[config.mk]
export PLATFORM = sky130hd
export DESIGN_NAME = gfg_spi_slave_burst
export DESIGN_NICKNAME = d
export VERILOG_FILES = /design/src/rtl/gfg_spi_slave_burst.sv
export SDC_FILE = /design/constraint.sdc
export NUM_CORES = 1
export LEC_CHECK = 0
export BUFFER_PORTS_ARGS = -buffer_cell sky130_fd_sc_hd__clkbuf_2
export CAP_MARGIN = 20
export CORE_MARGIN = 4
export CORE_UTILIZATION = 55
export DETAILED_ROUTE_END_ITERATION = 16
export GPL_TIMING_DRIVEN = 0
export PLACE_DENSITY = 0.77
export REMOVE_ABC_BUFFERS = 1
export SETUP_SLACK_MARGIN = 0.2
export SLEW_MARGIN = 0
export SYNTH_ARGS = -nofsm -noshare
export SYNTH_HDL_FRONTEND = slang
export SYNTH_SLANG_ARGS = --single-unit
[constraint.sdc]
create_clock -name i_sys_clk -period 6.15 [get_ports i_sys_clk]
set_input_delay 1.23 -clock i_sys_clk [delete_from_list [all_inputs] [get_ports i_sys_clk]]
set_output_delay 1.23 -clock i_sys_clk [all_outputs]
set_load 0.03 [all_outputs]
[src/rtl/gfg_spi_slave_burst.sv]
// SPI target with burst read/write access to a register file, all four SPI modes,
// SPI pins oversampled and edge-detected in the system clock domain.
`timescale 1ns/1ps
module gfg_spi_slave_burst #(
  parameter int NUM_REGISTERS  = 32,
  parameter int REGISTER_WIDTH = 32,
  parameter int CPOL           = 0,
  parameter int CPHA           = 0,
  parameter int SYNC_STAGES    = 2,
  localparam int ADDR_W = (NUM_REGISTERS > 1) ? $clog2(NUM_REGISTERS) : 1,
  localparam int FW     = 8 * ((REGISTER_WIDTH + 7) / 8)
) (
  input  logic                      i_sys_clk,
  input  logic                      i_arst_n,
  input  logic                      i_spi_clk,
  input  logic                      i_spi_mosi,
  input  logic                      i_spi_ss_n,
  output logic                      o_spi_miso,
  output logic [ADDR_W-1:0]         o_reg_addr,
  output logic [REGISTER_WIDTH-1:0] o_reg_write_data,
  output logic                      o_reg_write_en,
  input  logic [REGISTER_WIDTH-1:0] i_reg_read_data,
  output logic                      o_abort,
  output logic [4:0]                o_state
);

  localparam int   CNT_W    = $clog2(FW);
  localparam logic IDLE_LVL = 1'(CPOL);

  localparam logic [4:0] S_IDLE  = 5'b00001;
  localparam logic [4:0] S_CMD   = 5'b00010;
  localparam logic [4:0] S_LOAD  = 5'b00100;
  localparam logic [4:0] S_XFER  = 5'b01000;
  localparam logic [4:0] S_STORE = 5'b10000;

  // Reset asserts immediately, releases synchronously to i_sys_clk.
  logic [1:0] rst_sync_q;
  logic       rst_n;
  always_ff @(posedge i_sys_clk or negedge i_arst_n) begin
    if (!i_arst_n) rst_sync_q <= 2'b00;
    else           rst_sync_q <= {rst_sync_q[0], 1'b1};
  end
  assign rst_n = rst_sync_q[1];

  // ss_n synchroniser resets low so a select already active at reset release never arms us.
  logic [SYNC_STAGES-1:0] sclk_sync_q, mosi_sync_q, ss_sync_q;
  logic                   sclk_prev_q;
  always_ff @(posedge i_sys_clk or negedge rst_n) begin
    if (!rst_n) begin
      sclk_sync_q <= {SYNC_STAGES{IDLE_LVL}};
      mosi_sync_q <= '0;
      ss_sync_q   <= '0;
      sclk_prev_q <= IDLE_LVL;
    end else begin
      sclk_sync_q <= {sclk_sync_q[SYNC_STAGES-2:0], i_spi_clk};
      mosi_sync_q <= {mosi_sync_q[SYNC_STAGES-2:0], i_spi_mosi};
      ss_sync_q   <= {ss_sync_q[SYNC_STAGES-2:0], i_spi_ss_n};
      sclk_prev_q <= sclk_sync_q[SYNC_STAGES-1];
    end
  end

  logic sclk_s, mosi_s, ss_s;
  logic lead_edge, trail_edge, sample_edge, shift_edge;
  assign sclk_s      = sclk_sync_q[SYNC_STAGES-1];
  assign mosi_s      = mosi_sync_q[SYNC_STAGES-1];
  assign ss_s        = ss_sync_q[SYNC_STAGES-1];
  assign lead_edge   = (sclk_s != IDLE_LVL) && (sclk_prev_q == IDLE_LVL);
  assign trail_edge  = (sclk_s == IDLE_LVL) && (sclk_prev_q != IDLE_LVL);
  assign sample_edge = (CPHA != 0) ? trail_edge : lead_edge;
  assign shift_edge  = (CPHA != 0) ? lead_edge : trail_edge;

  logic [4:0]                state_q, state_d;
  logic [CNT_W-1:0]          cnt_q, cnt_d;
  logic [FW-1:0]             rx_q, rx_d, tx_q, tx_d, rx_next;
  logic [ADDR_W-1:0]         addr_q, addr_d, addr_inc;
  logic                      ai_q, ai_d, rd_q, rd_d, load_wait_q, load_wait_d;
  logic                      miso_q, miso_d, we_q, we_d, abort_q, abort_d, armed_q, armed_d;
  logic [REGISTER_WIDTH-1:0] wdata_q, wdata_d;

  assign rx_next  = {rx_q[FW-2:0], mosi_s};
  assign addr_inc = !ai_q ? addr_q :
                    (addr_q == ADDR_W'(NUM_REGISTERS - 1)) ? '0 : addr_q + ADDR_W'(1);

  // Register port has no handshake: o_reg_addr is registered, i_reg_read_data is taken
  // one cycle after it changes, and o_reg_write_en is a single-cycle strobe.
  always_comb begin
    state_d     = state_q;
    cnt_d       = cnt_q;
    rx_d        = rx_q;
    tx_d        = tx_q;
    addr_d      = addr_q;
    ai_d        = ai_q;
    rd_d        = rd_q;
    load_wait_d = 1'b0;
    miso_d      = miso_q;
    wdata_d     = wdata_q;
    we_d        = 1'b0;
    abort_d     = 1'b0;
    armed_d     = armed_q | ss_s;
    case (state_q)
      S_IDLE: begin
        miso_d = 1'b0;
        cnt_d  = '0;
        if (armed_q && !ss_s) state_d = S_CMD;
      end
      S_CMD: begin
        miso_d = 1'b0;
        if (ss_s) begin
          state_d = S_IDLE;
          abort_d = (cnt_q != '0);
        end else if (sample_edge) begin
          rx_d = rx_next;
          if (cnt_q == CNT_W'(7)) begin
            cnt_d  = '0;
            addr_d = rx_next[ADDR_W-1:0];
            ai_d   = rx_next[5];
            case (rx_next[7:6])
              2'b01:   begin rd_d = 1'b1; state_d = S_LOAD; end
              2'b10:   begin rd_d = 1'b0; state_d = S_XFER; end
              default: begin addr_d = addr_q; ai_d = ai_q; state_d = S_IDLE; end
            endcase
          end else begin
            cnt_d = cnt_q + CNT_W'(1);
          end
        end
      end
      S_LOAD: begin
        load_wait_d = ~load_wait_q;
        if (load_wait_q) begin
          tx_d    = FW'(i_reg_read_data) << (FW - REGISTER_WIDTH);
          state_d = S_XFER;
        end
      end
      S_XFER: begin
        if (ss_s) begin
          state_d = S_IDLE;
          abort_d = (cnt_q != '0);
          miso_d  = 1'b0;
        end else begin
          if (shift_edge && rd_q) begin
            miso_d = tx_q[FW-1];
            tx_d   = tx_q << 1;
          end
          if (sample_edge) begin
            rx_d = rx_next;
            if (cnt_q == CNT_W'(FW - 1)) begin
              cnt_d = '0;
              if (rd_q) begin
                addr_d  = addr_inc;
                state_d = S_LOAD;
              end else begin
                wdata_d = rx_next[FW-1 -: REGISTER_WIDTH];
                we_d    = 1'b1;
                state_d = S_STORE;
              end
            end else begin
              cnt_d = cnt_q + CNT_W'(1);
            end
          end
        end
      end
      S_STORE: begin
        addr_d  = addr_inc;
        state_d = S_XFER;
      end
      default: state_d = S_IDLE;
    endcase
  end

  always_ff @(posedge i_sys_clk or negedge rst_n) begin
    if (!rst_n) begin
      state_q     <= S_IDLE;
      cnt_q       <= '0;
      rx_q        <= '0;
      tx_q        <= '0;
      addr_q      <= '0;
      ai_q        <= 1'b0;
      rd_q        <= 1'b0;
      load_wait_q <= 1'b0;
      miso_q      <= 1'b0;
      wdata_q     <= '0;
      we_q        <= 1'b0;
      abort_q     <= 1'b0;
      armed_q     <= 1'b0;
    end else begin
      state_q     <= state_d;
      cnt_q       <= cnt_d;
      rx_q        <= rx_d;
      tx_q        <= tx_d;
      addr_q      <= addr_d;
      ai_q        <= ai_d;
      rd_q        <= rd_d;
      load_wait_q <= load_wait_d;
      miso_q      <= miso_d;
      wdata_q     <= wdata_d;
      we_q        <= we_d;
      abort_q     <= abort_d;
      armed_q     <= armed_d;
    end
  end

  assign o_spi_miso       = miso_q;
  assign o_reg_addr       = addr_q;
  assign o_reg_write_data = wdata_q;
  assign o_reg_write_en   = we_q;
  assign o_abort          = abort_q;
  assign o_state          = state_q;

endmodule

# --- Yosys cells after proc, flatten, opt, wreduce, memory -nomap -nowiden ---
# Index checks and enable logic that the tools add are counted.
classes:
  n_addsub: 2
  eq_ne: 26
  mux: 45
  n_bitwise: 6
  n_reduce_logical: 23
ops:
  columns: ["operator", "count"]
  rows:
  - ["$mux W5", 25]
  - ["$mux W32", 3]
  - ["$pmux W32 S2", 1]
  - ["$pmux W5 S3", 2]
  - ["$pmux W5 S5", 1]
  - ["$ne A2 B2 Y1 const B", 11]
  - ["$reduce_and A5 Y1", 4]
  - ["$eq A5 B5 Y1 const B", 3]
  - ["$ne A3 B3 Y1 const B", 5]
  - ["$add A5 B1 Y5 const B", 2]
  - ["$eq A5 B3 Y1 const B", 2]
  - ["$mux W1", 10]
  - ["$reduce_and A9 Y1", 1]
  - ["$pmux W4 S2", 1]
  - ["$reduce_and A6 Y1", 1]
  - ["$reduce_bool A2 Y1", 3]
  - ["$reduce_bool A3 Y1", 2]
  - ["$reduce_or A2 Y1", 3]
  - ["$eq A5 B1 Y1 const B", 1]
  - ["$eq A5 B2 Y1 const B", 1]
  - ["$eq A5 B4 Y1 const B", 1]
  - ["$not A1 Y1", 5]
  - ["$reduce_bool A5 Y1", 1]
  - ["$logic_and A1 B1 Y1", 4]
  - ["other kinds (8)", 9]
totals:
  ff_bits: 126
  in_bits: 37

# --- Logic depth before layout (Yosys ltp) ---
depth:
  ltp_word: 8
  depth_mapped: 9
  ltp_nobuf: 7

# --- Worst setup path before layout ---
# No wires, ideal clock.
synth_timing:
  path_type: "reg-to-reg"
  startpoint: "register addr_q[0], in the netlist o_reg_addr[0]"
  endpoint: "register addr_q[3], in the netlist o_reg_addr[3]"
  setup_ns: 0.076
  arrival_ns: 2.176
  t_required_ns: 6.074
  setup_slack_ns: 3.897
  path_stages_with_launch: 9
  path_buffers: 1
  period_less_slack_ns: 2.253
  path_cell_list: "dfrtp_1 > ha_1 > and3_1 > ha_1 > or4_1 > buf_2 > o41ai_2 > a21oi_1 > o21ai_1"
synth_between:
  elab_chain_len: 8
synth_lines:
  columns: ["item", "line_no", "text"]
  rows:
  - ["start: declaration", "75", "logic [ADDR_W-1:0] addr_q, addr_d, addr_inc;"]
  - ["start signal: assignment", "190", "addr_q <= addr_d;"]
  - ["$add A5 B1 Y5 or $eq A5 B5 Y1 (tied branches)", "82", "(addr_q == ADDR_W'(NUM_REGISTERS - 1)) ? '0 : addr_q + ADDR_W'(1);"]
  - ["$mux W5 *", "82", null]
  - ["$mux W5 *", "81", "assign addr_inc = !ai_q ? addr_q :"]
  - ["$mux W5", "148", "if (rd_q) begin"]
  - ["$mux W5", "146", "if (cnt_q == CNT_W'(FW - 1)) begin"]
  - ["$mux W5", "144", "if (sample_edge) begin"]
  - ["$mux W5", "135", "if (ss_s) begin"]
  - ["$pmux W5 S3 *", "100", "case (state_q)"]
# Mark *: on every way between the ends. The rest lies on a longest branch, timed or not. The select of a mux whose other input is x is not followed.
# A chain may end at the register's enable or synchronous reset.

# --- Worst setup path in the final report ---
layout_timing:
  startpoint: "register state_q[4], in the netlist o_state[4]"
  endpoint: "register tx_q[27]"
layout_between:
  elab_chain_len: 3
layout_lines:
  columns: ["item", "line_no", "text"]
  rows:
  - ["start: declaration", "72", "logic [4:0] state_q, state_d;"]
  - ["start signal: assignment", "186", "state_q <= state_d;"]
  - ["$eq A5 B4 Y1 or $eq A5 B3 Y1 (tied branches)", "100", null]
  - ["$ne A2 B2 Y1 (no line) or $reduce_bool A2 Y1 (tied branches)", null, null]
  - ["$reduce_and A4 Y1 (no line)", null, null]
  - ["end signal: assignment", "189", "tx_q <= tx_d;"]
  - ["end: declaration", "74", "logic [FW-1:0] rx_q, rx_d, tx_q, tx_d, rx_next;"]
# Parallel ways exist; a longest one is shown, timed or not.

==> flow_metrics.env <==
export IMPL_hold_viol=0
export IMPL_dr_pass1_iters=7
export IMPL_cp_required_ns=6.46
export IMPL_drive_gt1_share_pct=27.7
export IMPL_synthAdderAreaFrac_pct=2.03
export IMPL_setup_tns_ns=0
export IMPL_maxSlewViolCount=0
export IMPL_initial_core_util_pct=56.6
export IMPL_p_leak_nw=3.26
export IMPL_antenna_found_initial=0
export IMPL_finalWirelength_um=11300
export IMPL_cts_buffer_depth=2
export IMPL_rsz0062_at_grt="no"
export IMPL_async_flop_share_pct=100
export IMPL_grt_pass1_wl_um=18900
export IMPL_yosysSeqAreaShare_pct=56.8
export IMPL_vias_per_cell=5.51
export IMPL_setup_ws_ns=3.03
export IMPL_place_area_mm2=0.00605
export IMPL_ys_ff_latch=126
export IMPL_synth_compound_area_share_pct=9.32
export IMPL_port_buffers=81
export IMPL_slowest_stage="a22o_2"
export IMPL_num_vias=3911
export IMPL_final_common_cell="dfrtp_1"
export IMPL_finClkSkew_ns=0.00748
export IMPL_place_ws_ns=2.59
export IMPL_fin_crit_sh_pct=50.8
export IMPL_grt_max_degree=70
export IMPL_gp_congestion=0.833
export IMPL_dp_hpwl_um=7430
export IMPL_die_area_mm2=0.0118
export IMPL_drc=0
export IMPL_core_rowCount=36
export IMPL_synth_mux_area_share_pct=13.8
export IMPL_grt_pass1_vias=3920
export IMPL_syn_area_mm2=0.00556
export IMPL_critPathMaxFanout=63
export IMPL_ys_warn_count=0
export IMPL_num_antenna_cells=0
export IMPL_powerDensity_mw_per_mm2=318
export IMPL_critPathArrivalTime_ns=3.44
export IMPL_synth_top_family_by_area="simple AND/OR/NAND/NOR gates"
export IMPL_finalSetupViolCount=0
export IMPL_cts_sink_count=126
export IMPL_cp_cell_sequence="nor4_4 > and2_1 > a22o_2 > a31oi_1"
export IMPL_worst_pin_slew_ns=1.04
export IMPL_critical_path_max_stage_delay_ns=0.98
export IMPL_grt_usage_pct=20.3
export IMPL_coreArea_mm2=0.00982
export IMPL_initialDrtViolationCount=272
export IMPL_status="finished clean"
export IMPL_hold_buffers=0
export IMPL_synthToLayoutAreaGrowth_pct=20.0
export IMPL_syn_inst=490
export IMPL_hold_path_class="reg2reg"
export IMPL_cts_tree="done"
export IMPL_htree_levels=4
export IMPL_drt_wirelength_per_cell_um=15.8
export IMPL_clk_insertion_delay_late_ns=0.50
export IMPL_die_w_um=109
export IMPL_period_needed_ns=3.12
export IMPL_postCtsSetupRepairBufs=0
export IMPL_clk_pin_slew_ns=0.06
export IMPL_vdd_drop_max_uv=175
export IMPL_finalNetCount=610
export IMPL_ant_nets=0
export IMPL_holdWs_ns=0.348
export IMPL_avgSynthCellArea_um2=11.3
export IMPL_synthDistinctLibCells=60
export IMPL_crit_type="reg2reg"
export IMPL_root_buffer="clkbuf_8"
export IMPL_synthSimpleGateAreaFrac_pct=13.9
export IMPL_synth_edf_count=0
export IMPL_worst_setup_path_start_kind="register"
export IMPL_die_h_um=109
export IMPL_io_pins=82
export IMPL_slew_headroom_pct=30.7
export IMPL_layout_common_cells="dfrtp_1, clkbuf_2, nand2_1, nor2_1, mux2_1"
export IMPL_ys_flop_type="dfrtp_1"
export IMPL_end_kind="register"
export IMPL_cts_resized_gates=0
export IMPL_grt_ovfl_total=0
export IMPL_crit_family="compound AO/OA/AOI/OAI gates"
export IMPL_crit_buf_inv=0
export IMPL_max_clock_freq_ghz=0.320
export IMPL_final_area_mm2=0.00667
export IMPL_numCtsBuffers=17
export IMPL_synth_xor_area_share_pct=0.631
export IMPL_maxCapViolations=0
[area by class of cell]
| cell class | count | area [um^2] |
|---|---|---|
| Multi-Input combinational cell | 324 | 2210 |
| Fill cell | 769 | 3150 |
| Inverter | 10 | 37.5 |
| Timing Repair Buffer | 85 | 503 |
| Sequential cell | 126 | 3160 |
| Clock inverter | 15 | 174 |
| Clock buffer | 17 | 414 |
| Tap cell | 133 | 166 |
[state kept, by name, summed over array words and instances (netlist names), 2 cells and up]
signal,count
o_reg_addr,5
sclk_sync_q,2
tx_q,32
o_state,5
cnt_q,5
o_reg_write_data,32
ss_sync_q,2
rx_q,31
mosi_sync_q,2
rst_sync_q,2
[where the power goes]
group | leakage [nW] | total, mW | internal, mW | switching (mW)
registers | 1.56 | 0.906 | 0.856 | 0.0504
clock network | 0.289 | 0.991 | 0.592 | 0.399
logic | 1.42 | 0.225 | 0.0887 | 0.137
total | 3.26 | 2.12 | 1.54 | 0.586
[cell families after synthesis]
group	count (synthesis)
compound gates	76
xor+xnor	4
fa+ha+maj	9
buf+inv	40
flops	126
mux	68
other cells	1
simple gates	166
[worst register-to-register path, delay by kind of cell (launching register included)]
family / cells / cell delay, ns
flops: 1 / 0.56
simple gates: 2 / 1.18
compound gates: 2 / 1.20
[Yosys cell counts, drive strengths merged, types with 2 or more instances]
master / instances / area share [%]
nand3: 6 / 0.54
a22oi: 2 / 0.27
or2: 2 / 0.23
inv: 10 / 0.68
and2: 3 / 0.34
mux2: 68 / 14
nand2: 74 / 5.0
o41ai: 2 / 0.45
xnor2: 3 / 0.47
a21oi: 3 / 0.27
a31oi: 32 / 3.6
ha: 9 / 2.0
nor2: 44 / 3.0
and2b: 2 / 0.27
nand2b: 7 / 0.79
clkbuf: 12 / 0.81
o31ai: 5 / 0.77
or4b: 2 / 0.36
buf: 18 / 2.0
nand4: 3 / 0.34
dfrtp: 125 / 56
nor3: 8 / 0.81
a21boi: 2 / 0.27
o21ai: 15 / 1.4
o22ai: 3 / 0.34
nand3b: 5 / 0.68
nor4: 2 / 0.50
and3: 2 / 0.23
or3: 2 / 0.32
[metal layers]
| layer | vias to the layer above | global-route usage, % | part of all wire [%] |
|---|---|---|---|
| met5 | - | 0 | 0 |
| li1 | 1864 | - | - |
| met2 | 110 | 33.1 | 50 |
| met3 | 9 | 5.97 | 6.3 |
| met1 | 1928 | 26.4 | 42 |
| met4 | 0 | 6.04 | 0.91 |
[worst paths after layout]
check / start / to / slack, ns / depth (start not counted)
hold reg to reg: sclk_sync_q[0] / sclk_sync_q[1] / 0.35 / 0
hold / removal: sclk_sync_q[0] / sclk_sync_q[1] / 0.35 / 0
setup reg to reg: o_state[4] / tx_q[27] / 3.03 / 4
setup / recovery: o_state[4] / tx_q[27] / 3.03 / 4
max in group asynchronous: rst_sync_q[1] / tx_q[21] / 4.97 / 1
min in group asynchronous: rst_sync_q[1] / o_reg_addr[0] / 0.41 / 0
[metrics by stage]
stage               total power, mW  std cells  utilization (%)
floorplan                      1.07        460                -
global placement               1.13        674             60.8
finish                         2.12        710             67.9
detailed placement             1.14        677             61.6
CTS                            2.14        709             67.6
global route                   2.21        710             67.9
(Power assumes the default switching activity.)
